<file path="src/rtl/round_ctrl.sv">
// Match/round sequencer: runs intro, fight, pause and post-round phases, drives the
// round Timer, judges each round by KO or time-out and tallies wins until a match winner emerges.
module round_ctrl #(
  parameter int WIN_ROUNDS = 2,
  parameter int INTRO_CYC  = 200,
  parameter int END_CYC    = 300,
  parameter int HP_W       = 8
) (
  input  logic            clk_i,
  input  logic            rst_ni,
  input  logic            start_i,
  input  logic            pause_btn_i,
  input  logic [HP_W-1:0] p1_hp_i,
  input  logic [HP_W-1:0] p2_hp_i,
  input  logic [6:0]      remain_t_i,
  input  logic            timeout_i,
  output logic            timer_reset_o,
  output logic            timer_keep_o,
  output logic            fight_en_o,
  output logic [2:0]      round_num_o,
  output logic [1:0]      p1_wins_o,
  output logic [1:0]      p2_wins_o,
  output logic [1:0]      round_winner_o,
  output logic            match_over_o,
  output logic [1:0]      match_winner_o,
  output logic [6:0]      time_disp_o
);

  localparam int MAX_CYC = (INTRO_CYC > END_CYC) ? INTRO_CYC : END_CYC;
  localparam int CNT_W   = $clog2(MAX_CYC + 1);

  localparam logic [CNT_W-1:0] INTRO_LAST = CNT_W'(INTRO_CYC - 1);
  localparam logic [CNT_W-1:0] END_LAST   = CNT_W'(END_CYC - 1);
  localparam logic [1:0]       WIN_TGT    = 2'(WIN_ROUNDS);
  localparam logic [2:0]       LAST_ROUND = 3'd7;

  localparam logic [1:0] W_NONE = 2'b00;
  localparam logic [1:0] W_P1   = 2'b01;
  localparam logic [1:0] W_P2   = 2'b10;
  localparam logic [1:0] W_DRAW = 2'b11;

  typedef enum logic [2:0] {
    S_IDLE,
    S_INTRO,
    S_FIGHT,
    S_PAUSE,
    S_END,
    S_MATCH_END
  } state_e;

  state_e           state_q, state_d;
  logic [CNT_W-1:0] cnt_q, cnt_d;
  logic [2:0]       round_q, round_d;
  logic [1:0]       p1w_q, p1w_d;
  logic [1:0]       p2w_q, p2w_d;
  logic [1:0]       rwin_q, rwin_d;
  logic [1:0]       mwin_q, mwin_d;
  logic             timer_reset_q, keep_q, fight_q, over_q;
  logic [6:0]       time_q;

  logic             p1_out, p2_out;
  logic [1:0]       result;

  assign p1_out = (p1_hp_i == '0);
  assign p2_out = (p2_hp_i == '0);

  // Round verdict for this cycle; a KO outranks a simultaneous time-out.
  always_comb begin
    result = W_NONE;
    if (p1_out || p2_out) begin
      if (p1_out && p2_out) result = W_DRAW;
      else if (p1_out)      result = W_P2;
      else                  result = W_P1;
    end else if (timeout_i) begin
      if (p1_hp_i > p2_hp_i)      result = W_P1;
      else if (p2_hp_i > p1_hp_i) result = W_P2;
      else                        result = W_DRAW;
    end
  end

  always_comb begin
    state_d = state_q;
    cnt_d   = (cnt_q == '1) ? cnt_q : cnt_q + CNT_W'(1);
    round_d = round_q;
    p1w_d   = p1w_q;
    p2w_d   = p2w_q;
    rwin_d  = rwin_q;
    mwin_d  = mwin_q;

    case (state_q)
      S_IDLE, S_MATCH_END: begin
        if (start_i) begin
          state_d = S_INTRO;
          round_d = 3'd1;
          p1w_d   = '0;
          p2w_d   = '0;
          rwin_d  = W_NONE;
          mwin_d  = W_NONE;
        end
      end

      S_INTRO: begin
        if (cnt_q == INTRO_LAST) state_d = S_FIGHT;
      end

      S_FIGHT: begin
        if (result != W_NONE) begin
          state_d = S_END;
          rwin_d  = result;
          if (result == W_P1 && p1w_q != WIN_TGT) p1w_d = p1w_q + 2'd1;
          if (result == W_P2 && p2w_q != WIN_TGT) p2w_d = p2w_q + 2'd1;
        end else if (pause_btn_i) begin
          state_d = S_PAUSE;
        end
      end

      S_PAUSE: begin
        if (pause_btn_i) state_d = S_FIGHT;
      end

      // Match ends on a decisive tally, or on the draw cap once round 7 is played out.
      S_END: begin
        if (cnt_q == END_LAST) begin
          if (p1w_q == WIN_TGT) begin
            state_d = S_MATCH_END;
            mwin_d  = W_P1;
          end else if (p2w_q == WIN_TGT) begin
            state_d = S_MATCH_END;
            mwin_d  = W_P2;
          end else if (round_q == LAST_ROUND) begin
            state_d = S_MATCH_END;
            mwin_d  = W_DRAW;
          end else begin
            state_d = S_INTRO;
            round_d = round_q + 3'd1;
            rwin_d  = W_NONE;
          end
        end
      end

      default: state_d = S_IDLE;
    endcase

    if (state_d != state_q) cnt_d = '0;
  end

  always_ff @(posedge clk_i or negedge rst_ni) begin
    if (!rst_ni) begin
      state_q <= S_IDLE;
      cnt_q   <= '0;
      round_q <= '0;
      p1w_q   <= '0;
      p2w_q   <= '0;
      rwin_q  <= W_NONE;
      mwin_q  <= W_NONE;
    end else begin
      state_q <= state_d;
      cnt_q   <= cnt_d;
      round_q <= round_d;
      p1w_q   <= p1w_d;
      p2w_q   <= p2w_d;
      rwin_q  <= rwin_d;
      mwin_q  <= mwin_d;
    end
  end

  // Timer controls are decoded from the next state so they change with the state itself.
  always_ff @(posedge clk_i or negedge rst_ni) begin
    if (!rst_ni) begin
      timer_reset_q <= 1'b1;
      keep_q        <= 1'b1;
      fight_q       <= 1'b0;
      over_q        <= 1'b0;
      time_q        <= '0;
    end else begin
      timer_reset_q <= (state_d == S_IDLE) || (state_d == S_INTRO) || (state_d == S_MATCH_END);
      keep_q        <= (state_d != S_FIGHT);
      fight_q       <= (state_d == S_FIGHT);
      over_q        <= (state_d == S_MATCH_END);
      time_q        <= ((state_d == S_FIGHT) || (state_d == S_PAUSE)) ? remain_t_i : 7'd0;
    end
  end

  assign timer_reset_o  = timer_reset_q;
  assign timer_keep_o   = keep_q;
  assign fight_en_o     = fight_q;
  assign round_num_o    = round_q;
  assign p1_wins_o      = p1w_q;
  assign p2_wins_o      = p2w_q;
  assign round_winner_o = rwin_q;
  assign match_over_o   = over_q;
  assign match_winner_o = mwin_q;
  assign time_disp_o    = time_q;

endmodule
</file>
<file path="config.mk">
export PLATFORM = sky130hd
export DESIGN_NAME = round_ctrl
export DESIGN_NICKNAME = d
export VERILOG_FILES = /design/src/rtl/round_ctrl.sv
export SDC_FILE = /design/constraint.sdc
export NUM_CORES = 1
export LEC_CHECK = 0
export ABC_AREA = 1
export BUFFER_PORTS_ARGS = -buffer_cell sky130_fd_sc_hd__buf_2
export CORE_MARGIN = 2
export CORE_UTILIZATION = 35
export DETAILED_ROUTE_END_ITERATION = 12
export GPL_ROUTABILITY_DRIVEN = 0
export PLACE_DENSITY = 0.68
export SLEW_MARGIN = 15
export SYNTH_ARGS = -nofsm -noshare
export SYNTH_HDL_FRONTEND = slang
export SYNTH_SLANG_ARGS = --single-unit
</file>
<file path="constraint.sdc">
create_clock -name clk_i -period 2 [get_ports clk_i]
set_input_delay 0.2 -clock clk_i [delete_from_list [all_inputs] [get_ports clk_i]]
set_output_delay 0.2 -clock clk_i [all_outputs]
set_load 0.02 [all_outputs]
</file>
==> key figures, run 1 <==
Clocking
  • H-tree Lvls: 2
  • Num Clock Sinks: 34
  • Total CTS buffers: 5
  • Clock transition at the registers of the reported paths: 0.08 ns
  • CTS Buffer Depth: 2
  • Worst-Skew Late Latency: 0.29 ns
  • Clk root buf: clkbuf_8
  • TritonCTS clock tree: yes

Global routing
  • Vias in the first global route: 1691
  • Initial antenna violation count: 0
  • Overall routing resource usage: 14.1%
  • First-pass GRT wire length: 7.25 mm
  • Residual overflow from global routing: 0
  • Largest net degree at the start of global routing: 35

Place
  • Port bufs: 49
  • Pre-CTS WS: 0.00913 ns
  • Post-placement cell area: 2460 µm²
  • DP HPWL: 3.38 mm

Detailed routing
  • DR WL/cell: 11.6 µm
  • Vias per inst: 4.58
  • Drt first-iter violations: 75
  • Drc violations: 0
  • 1st-pass router iterations: 4
  • Final antenna-violating net count: 0
  • Final WL: 4.63 mm
  • Vias: 1821

Logic synthesis
  • Cells after synthesis: 255
  • Mapped Avg Cell Area: 8.12 µm²
  • Count of different cell masters after synthesis: 35
  • Yosys reg bits: 34
  • Most frequent cell after synthesis: nand2_1
  • Ys Warns: 0
  • Synth async-reset ratio: 100%
  • Synth top area cells: dfrtp_1 39%, ha_1 8.5%, nand2_1 7.6%
  • Ys flop type: dfrtp_1
  • Cell taking the most area after synthesis: dfrtp_1
  • Sequential fraction of the synthesis area: 41.2%
  • Cell Area, Synth: 2070 µm²
  • Mapped Nets: 297
  • EDFF count, synth: 0
  • Post-synth top area share: 38.7%
  • Post-synth top cells: 42 x nand2_1, 40 x inv_1, 32 x dfrtp_1

Final layout
  • Post-Layout Inst Area: 2680 µm²
  • Area growth from synthesis to layout: 29.5%
  • Final core occ: 46.1%
  • N_diodes: 0
  • Final #Nets: 364
  • Fraction of layout cells with a size suffix above 1: 35.9%

Timing
  • Final setup violating endpoints: 0
  • Slew Viols, Final: 0
  • Crit share post-route: 98.4%
  • Slew margin rel.: 50.0%
  • Clock Skews: 0.00806 ns
  • Fmax: 508 MHz
  • Worst-Margin Slew: 0.751 ns
  • Final Hold Vio Count: 0
  • Tmin final: 1.97 ns
  • Final WS setup: 0.0327 ns

Worst setup path
  • CP max-delay cell: dfrtp_1
  • Setup crit start: round_num_o[1]$_DFFE_PN0P_
  • Crit start category: register
  • Worst Path Required: 2.17 ns
  • Top cell by count, worst path: nor2_2
  • Critical path start-end classification: register to register
  • Slowest cell delay on critical path: 0.40 ns
  • R2r startpoint: round_num_o[1]$_DFFE_PN0P_
  • CP bufs+invs: 0
  • Cell family with most CP delay: simple AND/OR/NAND/NOR gates
  • Crit Path Max Fanout: 5
  • Crit. End Element: register
  • Critical Path AT: 2.14 ns
  • CP Cell Sequence: ha_1, ha_2, nor3_4, nor2_2, a21oi_1, nand2_1, a21oi_2, nand3_1, nand2_2, nor2_4, nand2_8, nor2_2

Power
  • Seq pwr share: 38.6%
  • Sw frac: 30.9%
  • Clock network fraction of total power: 36.8%
  • Leakage Power: 1.38 nW
  • Internal Pwr Total: 1.46 mW
  • Peak supply drop: 0.000352 V
  • Comb power frac: 24.6%
  • Net switching power: 0.652 mW
  • Pwr dens: 787 nW/µm²

Die
  • Initial core utilization: 35.6%
  • Row cnt: 28
  • Die W: 80.9 µm
  • Number of top-level pins: 50
  • Die Span Y: 80.9 µm
  • Core area: 5820 µm²
  • Die ar.: 6550 µm²

Outcome
  • Status: completed

Min path
  • Hold path start: remain_t_i[4]
  • Min-Delay Path Class: input pin to register

Job
  • Total of max-cap violations: 0
sequential cells by signal (all words and copies together), names as in the netlist:
| signal | count |
|---|---|
| cnt_q | 9 |
| fight_en_o | 1 |
| match_over_o | 1 |
| match_winner_o | 2 |
| p1_wins_o | 2 |
| p2_wins_o | 2 |
| round_num_o | 3 |
| round_winner_o | 2 |
| state_q | 3 |
| time_disp_o | 7 |
| timer_keep_o | 1 |
| timer_reset_o | 1 |
logic make-up after synthesis:
| group | after synthesis | share of synthesized area (%) |
|---|---|---|
| mux | 1 | 0.483 |
| fa+ha+maj | 14 | 8.46 |
| buf+inv | 44 | 7.98 |
| flops | 34 | 41.2 |
| simple gates | 124 | 30.4 |
| xor+xnor | 6 | 2.54 |
| compound gates | 32 | 8.94 |
power groups by stage:
stage | registers [mW] | clock network [mW] | logic (mW)
after floorplan | 0.824 | 0 | 0.345
after global placement | 0.820 | 0 | 0.463
after detailed placement | 0.820 | 0 | 0.479
after CTS | 0.809 | 0.789 | 0.484
after global routing | 0.822 | 0.820 | 0.589
final | 0.814 | 0.778 | 0.519
worst min-delay path, stage by stage:
cell    delay, ns
buf_2        0.09
inv_1        0.04
nor2_1       0.03
stage by stage:
step                      hold WS, ns  setup TNS, ns  total power, mW  cells
after floorplan               -0.0956              0             1.17    255
after global placement          0.308              0             1.28    385
after detailed placement        0.317              0             1.30    385
after CTS                       0.100              0             2.08    394
after global routing            0.107         -0.497             2.23    398
final                           0.108              0             2.11    398
area by class of cell:
| type | count | area, µm² |
|---|---|---|
| Clock inverter | 3 | 68.8 |
| Sequential cell | 34 | 853 |
| Timing Repair Buffer | 60 | 330 |
| Clock buffer | 5 | 68.8 |
| Fill cell | 600 | 3130 |
| Tap cell | 75 | 93.8 |
| Multi-Input combinational cell | 178 | 1100 |
| Inverter | 43 | 161 |
timing repair:
action                     in CTS  in global routing
setup endpoints to repair       0                 15
hold endpoints to repair       18                  0
hold buffers                    1                  0
resized for setup               0                 14
buffers inserted                0                  3
routing by layer:
| metal | track usage, % | wire length (µm) | share of wire [%] | vias to the layer above |
|---|---|---|---|---|
| met1 | 17.9 | 2080 | 45 | 836 |
| met2 | 23.7 | 2270 | 49 | 32 |
| li1 | - | - | - | 944 |
| met5 | 0 | 0 | 0 | - |
| met4 | 4.92 | 85 | 1.8 | 0 |
| met3 | 3.22 | 182 | 3.9 | 9 |
cell usage in the layout, fill, tap and decap left out, drive strengths merged:
master,synthesis,final
nor3b,1,1
xor2,4,4
o21a,1,1
dlygate4sd3,0,1
nand2,50,51
nand3,15,15
nand4,4,4
dfrtp,32,32
clkbuf,1,5
nor3,5,5
o21ai,16,16
a21oi,12,12
mux2i,1,1
clkinv,1,2
or2,6,6
bufinv,0,2
dfstp,2,2
o31ai,2,2
a21o,1,1
buf,0,59
ha,14,14
inv,42,42
xnor2,2,2
nor2,43,43
path summary, 6_finish.rpt:
check | cells after the start | endpoint | slack (ns)
setup / recovery | 12 | cnt_q[8]$_DFFE_PN0P_ | 0.03
max in group asynchronous | 2 | cnt_q[8]$_DFFE_PN0P_ | 1.01
hold reg to reg | 2 | match_winner_o[0]$_DFFE_PN0P_ | 0.49
min in group asynchronous | 2 | round_num_o[1]$_DFFE_PN0P_ | 0.51
hold / removal | 3 | time_disp_o[4]$_DFF_PN0_ | 0.11
setup reg to reg | 12 | cnt_q[8]$_DFFE_PN0P_ | 0.03
No activity file was read; power rests on OpenSTA's default activity.
==> run 2, diff against run 1 <==
--- a/config.mk
+++ b/config.mk
@@ -13,3 +13,3 @@
 export GPL_ROUTABILITY_DRIVEN = 0
-export PLACE_DENSITY = 0.68
+export PLACE_DENSITY = 0.59
 export SLEW_MARGIN = 15
==> constraint.sdc (replaced) <==
create_clock -name clk_i -period 2 [get_ports clk_i]
set_input_delay 0.5 -clock clk_i [delete_from_list [all_inputs] [get_ports clk_i]]
set_output_delay 0.5 -clock clk_i [all_outputs]
set_load 0.02 [all_outputs]
==> run 2 against run 1 <==
Effect of this change: register-to-register slack better by 0.05 ns; via count rose by 2.1%; sequential power is essentially flat; count of clock-buffer cells in the layout unchanged; combinational power rose by 20%; design area rose by 8.4%; first-iteration DRC count is 27% higher; non-clock buffer count is 8 higher; routed wire length grew 0.13%; total power down 0.66%; worst hold slack improved by 0.12 ns; largest cell class unchanged.
==> key figures, run 2 (synthesis gave the netlist of run 1 again) <==
Final layout
  • Max reg flops: 9
  • N_diodes: 0
  • Area growth from synthesis to layout: 40.4%
  • Commonest cells after routing, fill and taps aside: 46 x buf_2, 32 x nand2_1, 32 x dfrtp_1
  • Final std cells w/o fill: 406
  • Post-Layout Inst Area: 2910 µm²
  • Final core occ: 50.0%
  • Commonest non-fill, non-tap cell in the layout: buf_2
  • Fraction of layout cells with a size suffix above 1: 46.2%
  • Most flops, register: cnt_q
  • Final #Nets: 372

Worst setup path
  • R2r endpoint: cnt_q[5]$_DFFE_PN0P_
  • Slowest cell delay on critical path: 0.40 ns
  • Worst reg-to-reg path cell count: 12
  • CP Cell Sequence: ha_2, ha_2, nor3_2, nor2_1, a21oi_1, nand2_1, a21oi_2, nand3_2, nand2_2, nor2_4, nand2_8, nor2_4
  • Critical path start-end classification: register to register
  • Cell family with most CP delay: simple AND/OR/NAND/NOR gates
  • Crit start category: register
  • Crit Path Max Fanout: 5
  • Crit. End Element: register
  • Worst Path Required: 2.19 ns
  • CP max-delay cell: dfrtp_1
  • CP bufs+invs: 0
  • R2r startpoint: round_num_o[1]$_DFFE_PN0P_
  • Critical Path AT: 2.10 ns
  • Worst reg2reg setup slack: 0.09 ns

Clocking
  • Clk root buf: clkbuf_8
  • CTS Buffer Depth: 2
  • H-tree Lvls: 2
  • Clock transition at the registers of the reported paths: 0.08 ns
  • Num Clock Sinks: 34
  • Total CTS buffers: 5
  • Worst-Skew Late Latency: 0.30 ns
  • TritonCTS clock tree: yes

Power
  • Leakage Power: 1.41 nW
  • Pwr dens: 721 nW/µm²
  • Peak supply drop: 0.000365 V

Outcome
  • Status: completed

Die
  • Core area: 5820 µm²
  • Initial core utilization: 35.6%
  • Die ar.: 6550 µm²
  • Number of top-level pins: 50
  • Row cnt: 28
  • Die Span Y: 80.9 µm
  • Die W: 80.9 µm

Global routing
  • First-pass GRT wire length: 7.78 mm
  • Overall routing resource usage: 15.1%
  • Initial antenna violation count: 0
  • Largest net degree at the start of global routing: 35
  • Vias in the first global route: 1793
  • Residual overflow from global routing: 0

Timing
  • Slew Viols, Final: 0
  • Final setup violating endpoints: 0
  • Fmax: 523 MHz
  • Tmin final: 1.91 ns
  • Clock Skews: 0.00687 ns
  • Final Hold Vio Count: 0
  • Hold_ws: 0.225 ns
  • Worst-Margin Slew: 0.440 ns
  • Crit share post-route: 95.6%
  • Slew margin rel.: 70.7%
  • Final WS setup: 0.0877 ns

Detailed routing
  • Final WL: 4.63 mm
  • Drc violations: 0
  • Final antenna-violating net count: 0
  • Drt first-iter violations: 95
  • Vias: 1859
  • Vias per inst: 4.58
  • 1st-pass router iterations: 4
  • DR WL/cell: 11.4 µm

Place
  • Pre-CTS WS: -0.283 ns
  • Placed Cells: 394
  • DP HPWL: 3.47 mm
  • Post-placement cell area: 2630 µm²
  • Port bufs: 49

Min path
  • Min-Delay Path Class: input pin to async pin

Job
  • Total of max-cap violations: 0
==> run 2: cell count changes in the layout (fill, tap and decap cells not counted), sizes merged <==
cell         delta
clkinvlp        +2
buf             +9
clkinv          -1
dlygate4sd3     -1
bufinv          -1
==> run 2: layout make-up <==
cell class                      instances  area (µm²)
Clock buffer                            5        68.8
Multi-Input combinational cell        178        1260
Timing Repair Buffer                   68         403
Tap cell                               75        93.8
Inverter                               43         179
Fill cell                             575        2910
Clock inverter                          3        45.0
Sequential cell                        34         853
==> run 2: how the worst max path moves through the flow <==
| stage | from | cells past startpoint | to | slack [ns] |
|---|---|---|---|---|
| after floorplan | p2_hp_i[5] | 14 | cnt_q[0]$_DFFE_PN0P_ | -0.0004 |
| after global placement | p1_hp_i[3] | 19 | cnt_q[0]$_DFFE_PN0P_ | -0.22 |
| after detailed placement | p1_hp_i[3] | 19 | cnt_q[0]$_DFFE_PN0P_ | -0.28 |
| after CTS | cnt_q[0]$_DFFE_PN0P_ | 12 | cnt_q[7]$_DFFE_PN0P_ | 0.004 |
| after global routing | round_num_o[1]$_DFFE_PN0P_ | 12 | cnt_q[5]$_DFFE_PN0P_ | -0.02 |
| final | round_num_o[1]$_DFFE_PN0P_ | 12 | cnt_q[5]$_DFFE_PN0P_ | 0.09 |
==> run 2: timing repair <==
| action | CTS | global route |
|---|---|---|
| gates resized for setup | 0 | 38 |
| setup endpoints to repair | 0 | 22 |
| buffers inserted | 0 | 3 |
| hold buffers | 0 | 0 |
==> run 2: stage by stage <==
step	power (mW)	TNS, ns
finish	2.10	0
global route	2.22	-0.0946
CTS	2.00	0
detailed placement	1.34	-4.43
global placement	1.33	-3.38
floorplan	1.18	-0.000429
==> run 2: routing by layer <==
metal | share of wire, % | wire length, µm | GRT usage (%) | up-vias
li1 | - | - | - | 956
met5 | 0 | 0 | 0 | -
met1 | 46 | 2120 | 19.4 | 869
met4 | 1.7 | 79 | 5.08 | 0
met3 | 4.1 | 189 | 3.78 | 6
met2 | 48 | 2240 | 24.6 | 28
==> run 2: power breakdown <==
part           switching, mW  leakage, nW  internal, mW  total (mW)
logic                  0.355        0.911         0.270       0.624
clock network          0.290       0.0504         0.371       0.661
registers             0.0620        0.452         0.750       0.812
total                  0.706         1.41          1.39        2.10
==> run 3, diff against run 2 <==
Settings changed: PLACE_DENSITY 0.59 to 0.57.
==> run 3 against run 2 <==
Effect of this change: global-route usage decreased by 0.63 points; maximum frequency down 1.1%; total power up 8.0%; setup slack worse by 0.021 ns; largest cell class unchanged; largest power group unchanged; highest routed layer unchanged.
==> key figures, run 3 (synthesis gave the netlist of run 1 again) <==
Clocking
  • Clock transition at the registers of the reported paths: 0.08 ns
  • TritonCTS clock tree: yes
  • Num Clock Sinks: 34
  • H-tree Lvls: 2
  • Cts hold-fix bufs: 0
  • Clk root buf: clkbuf_8
  • CTS Buffer Depth: 2
  • Worst-Skew Late Latency: 0.29 ns
  • Total CTS buffers: 5

Worst setup path
  • R2r startpoint: round_num_o[1]$_DFFE_PN0P_
  • Top cell by count, worst path: nand2_2
  • Crit. End Element: register
  • Worst reg2reg setup slack: 0.08 ns
  • CP max-delay cell: ha_4
  • R2r endpoint: cnt_q[6]$_DFFE_PN0P_
  • Crit Path Max Fanout: 5
  • CP Cell Sequence: buf_6, inv_4, ha_4, a21o_1, nor2_2, nand2_2, nand2_2, nand3_2, nor2_4, nand2_2, nand2_4, nand2_4, nand2_8, nand2_8, nor2_4
  • Crit start category: input pin
  • Worst reg-to-reg path cell count: 12
  • Slowest cell delay on critical path: 0.20 ns
  • Worst Path Required: 2.22 ns
  • Critical Path AT: 2.16 ns
  • Critical path start-end classification: input pin to register

Final layout
  • Post-Layout Inst Area: 3050 µm²
  • Final #Nets: 379
  • Area growth from synthesis to layout: 47.1%
  • Max reg flops: 9
  • Final std cells w/o fill: 413
  • N_diodes: 0
  • Most flops, register: cnt_q
  • Commonest cells after routing, fill and taps aside: 42 x buf_2, 31 x inv_1, 31 x nand2_1, 31 x dfrtp_1, 27 x buf_4
  • Fraction of layout cells with a size suffix above 1: 48.5%
  • Filler cell count: 570
  • Commonest non-fill, non-tap cell in the layout: buf_2

Global routing
  • First-pass GRT wire length: 7.51 mm
  • Overall routing resource usage: 14.4%
  • Initial antenna violation count: 0
  • Residual overflow from global routing: 0
  • Vias in the first global route: 1709
  • Largest net degree at the start of global routing: 35

Timing
  • RSZ-0062 raised after global routing: true
  • Final setup violating endpoints: 0
  • Slew margin rel.: 70.5%
  • Worst-Margin Slew: 0.442 ns
  • Tmin final: 1.93 ns
  • Final Hold Vio Count: 0
  • Clock Skews: 0.0120 ns
  • Crit share post-route: 96.7%
  • Slew Viols, Final: 0
  • Fmax: 517 MHz

Job
  • Total of max-cap violations: 0

Detailed routing
  • Vias: 1870
  • Final antenna-violating net count: 0
  • Drc violations: 0
  • DR WL/cell: 11.7 µm
  • 1st-pass router iterations: 4
  • Final WL: 4.81 mm
  • Drt first-iter violations: 73
  • Vias per inst: 4.53

Power
  • Leakage Power: 1.48 nW
  • Peak supply drop: 0.000370 V
  • Final Power: 2.26 mW
  • Pwr dens: 743 nW/µm²

Die
  • Die Span Y: 80.9 µm
  • Number of top-level pins: 50
  • Die ar.: 6550 µm²
  • Row cnt: 28
  • Initial core utilization: 35.6%
  • Die W: 80.9 µm
  • Core area: 5820 µm²

Outcome
  • Status: completed

Min path
  • Min-Delay Path Class: input pin to async pin

Place
  • Placed Cells: 396
  • Post-placement cell area: 2650 µm²
  • Port bufs: 49
  • DP HPWL: 3.39 mm
-- run 3: changes by cell type in the layout (fill, tap and decap cells not counted), sizes merged --
cell,delta
bufinv,+1
clkinvlp,-2
clkinv,+1
buf,+7
-- run 3: metrics by stage --
step / TNS (ns) / util [%] / setup slack [ns] / hold WS, ns
6_report: 0 / 52.4 / 0.0663 / 0.227
5_1_grt: -0.355 / 52.4 / -0.0606 / 0.269
4_1_cts: 0 / 47.9 / 0.0193 / 0.239
3_5_place_dp: -4.54 / 45.5 / -0.282 / 0.463
3_3_place_gp: -3.39 / 45.5 / -0.223 / 0.458
2_1_floorplan: -0.000429 / - / -0.000429 / 0.204
-- run 3: metal layers --
layer / part of all wire (%) / global-route usage (%) / vias up
met3: 4.5 / 3.56 / 5
li1: - / - / 969
met1: 46 / 19.5 / 855
met5: 0 / 0 / -
met4: 0.87 / 4.07 / 0
met2: 49 / 23.0 / 41
-- run 3: worst max-delay path by stage --
stage,from,end,slack (ns)
3_3_place_gp,p1_hp_i[5],cnt_q[0]$_DFFE_PN0P_,-0.22
3_5_place_dp,p1_hp_i[5],cnt_q[0]$_DFFE_PN0P_,-0.28
2_1_floorplan,p2_hp_i[5],cnt_q[0]$_DFFE_PN0P_,-0.0004
6_report,p1_hp_i[7],cnt_q[6]$_DFFE_PN0P_,0.07
5_1_grt,round_num_o[1]$_DFFE_PN0P_,cnt_q[6]$_DFFE_PN0P_,-0.06
4_1_cts,p1_hp_i[5],cnt_q[0]$_DFFE_PN0P_,0.02
-- run 3: what timing repair did --
action / 4_1_cts / 5_1_grt
gates resized for setup: 0 / 50
hold endpoints to repair: 0 / 0
buffers inserted: 0 / 8
endpoints found under the setup margin: 0 / 21
-- run 3: power by group --
| group | switching [mW] | internal, mW | total (mW) |
|---|---|---|---|
| Clock | 0.277 | 0.500 | 0.777 |
| Combinational | 0.370 | 0.302 | 0.672 |
| Sequential | 0.0650 | 0.750 | 0.815 |
| Total | 0.712 | 1.55 | 2.26 |
-- run 3: area by class of cell --
class                           instances  area [µm²]  area share [%]
Multi-Input combinational cell        178        1300            42.6
Clock buffer                            5        68.8            2.26
Sequential cell                        34         855            28.0
Tap cell                               75        93.8            3.08
Timing Repair Buffer                   75         480            15.8
Inverter                               43         181            5.95
Clock inverter                          3        68.8            2.26
-- run 3: critical path, delay by kind of cell --
kind | cells | cell delay [ns]
simple gates | 11 | 1.13
buf+inv | 2 | 0.14
compound gates | 1 | 0.18
fa+ha+maj | 1 | 0.20
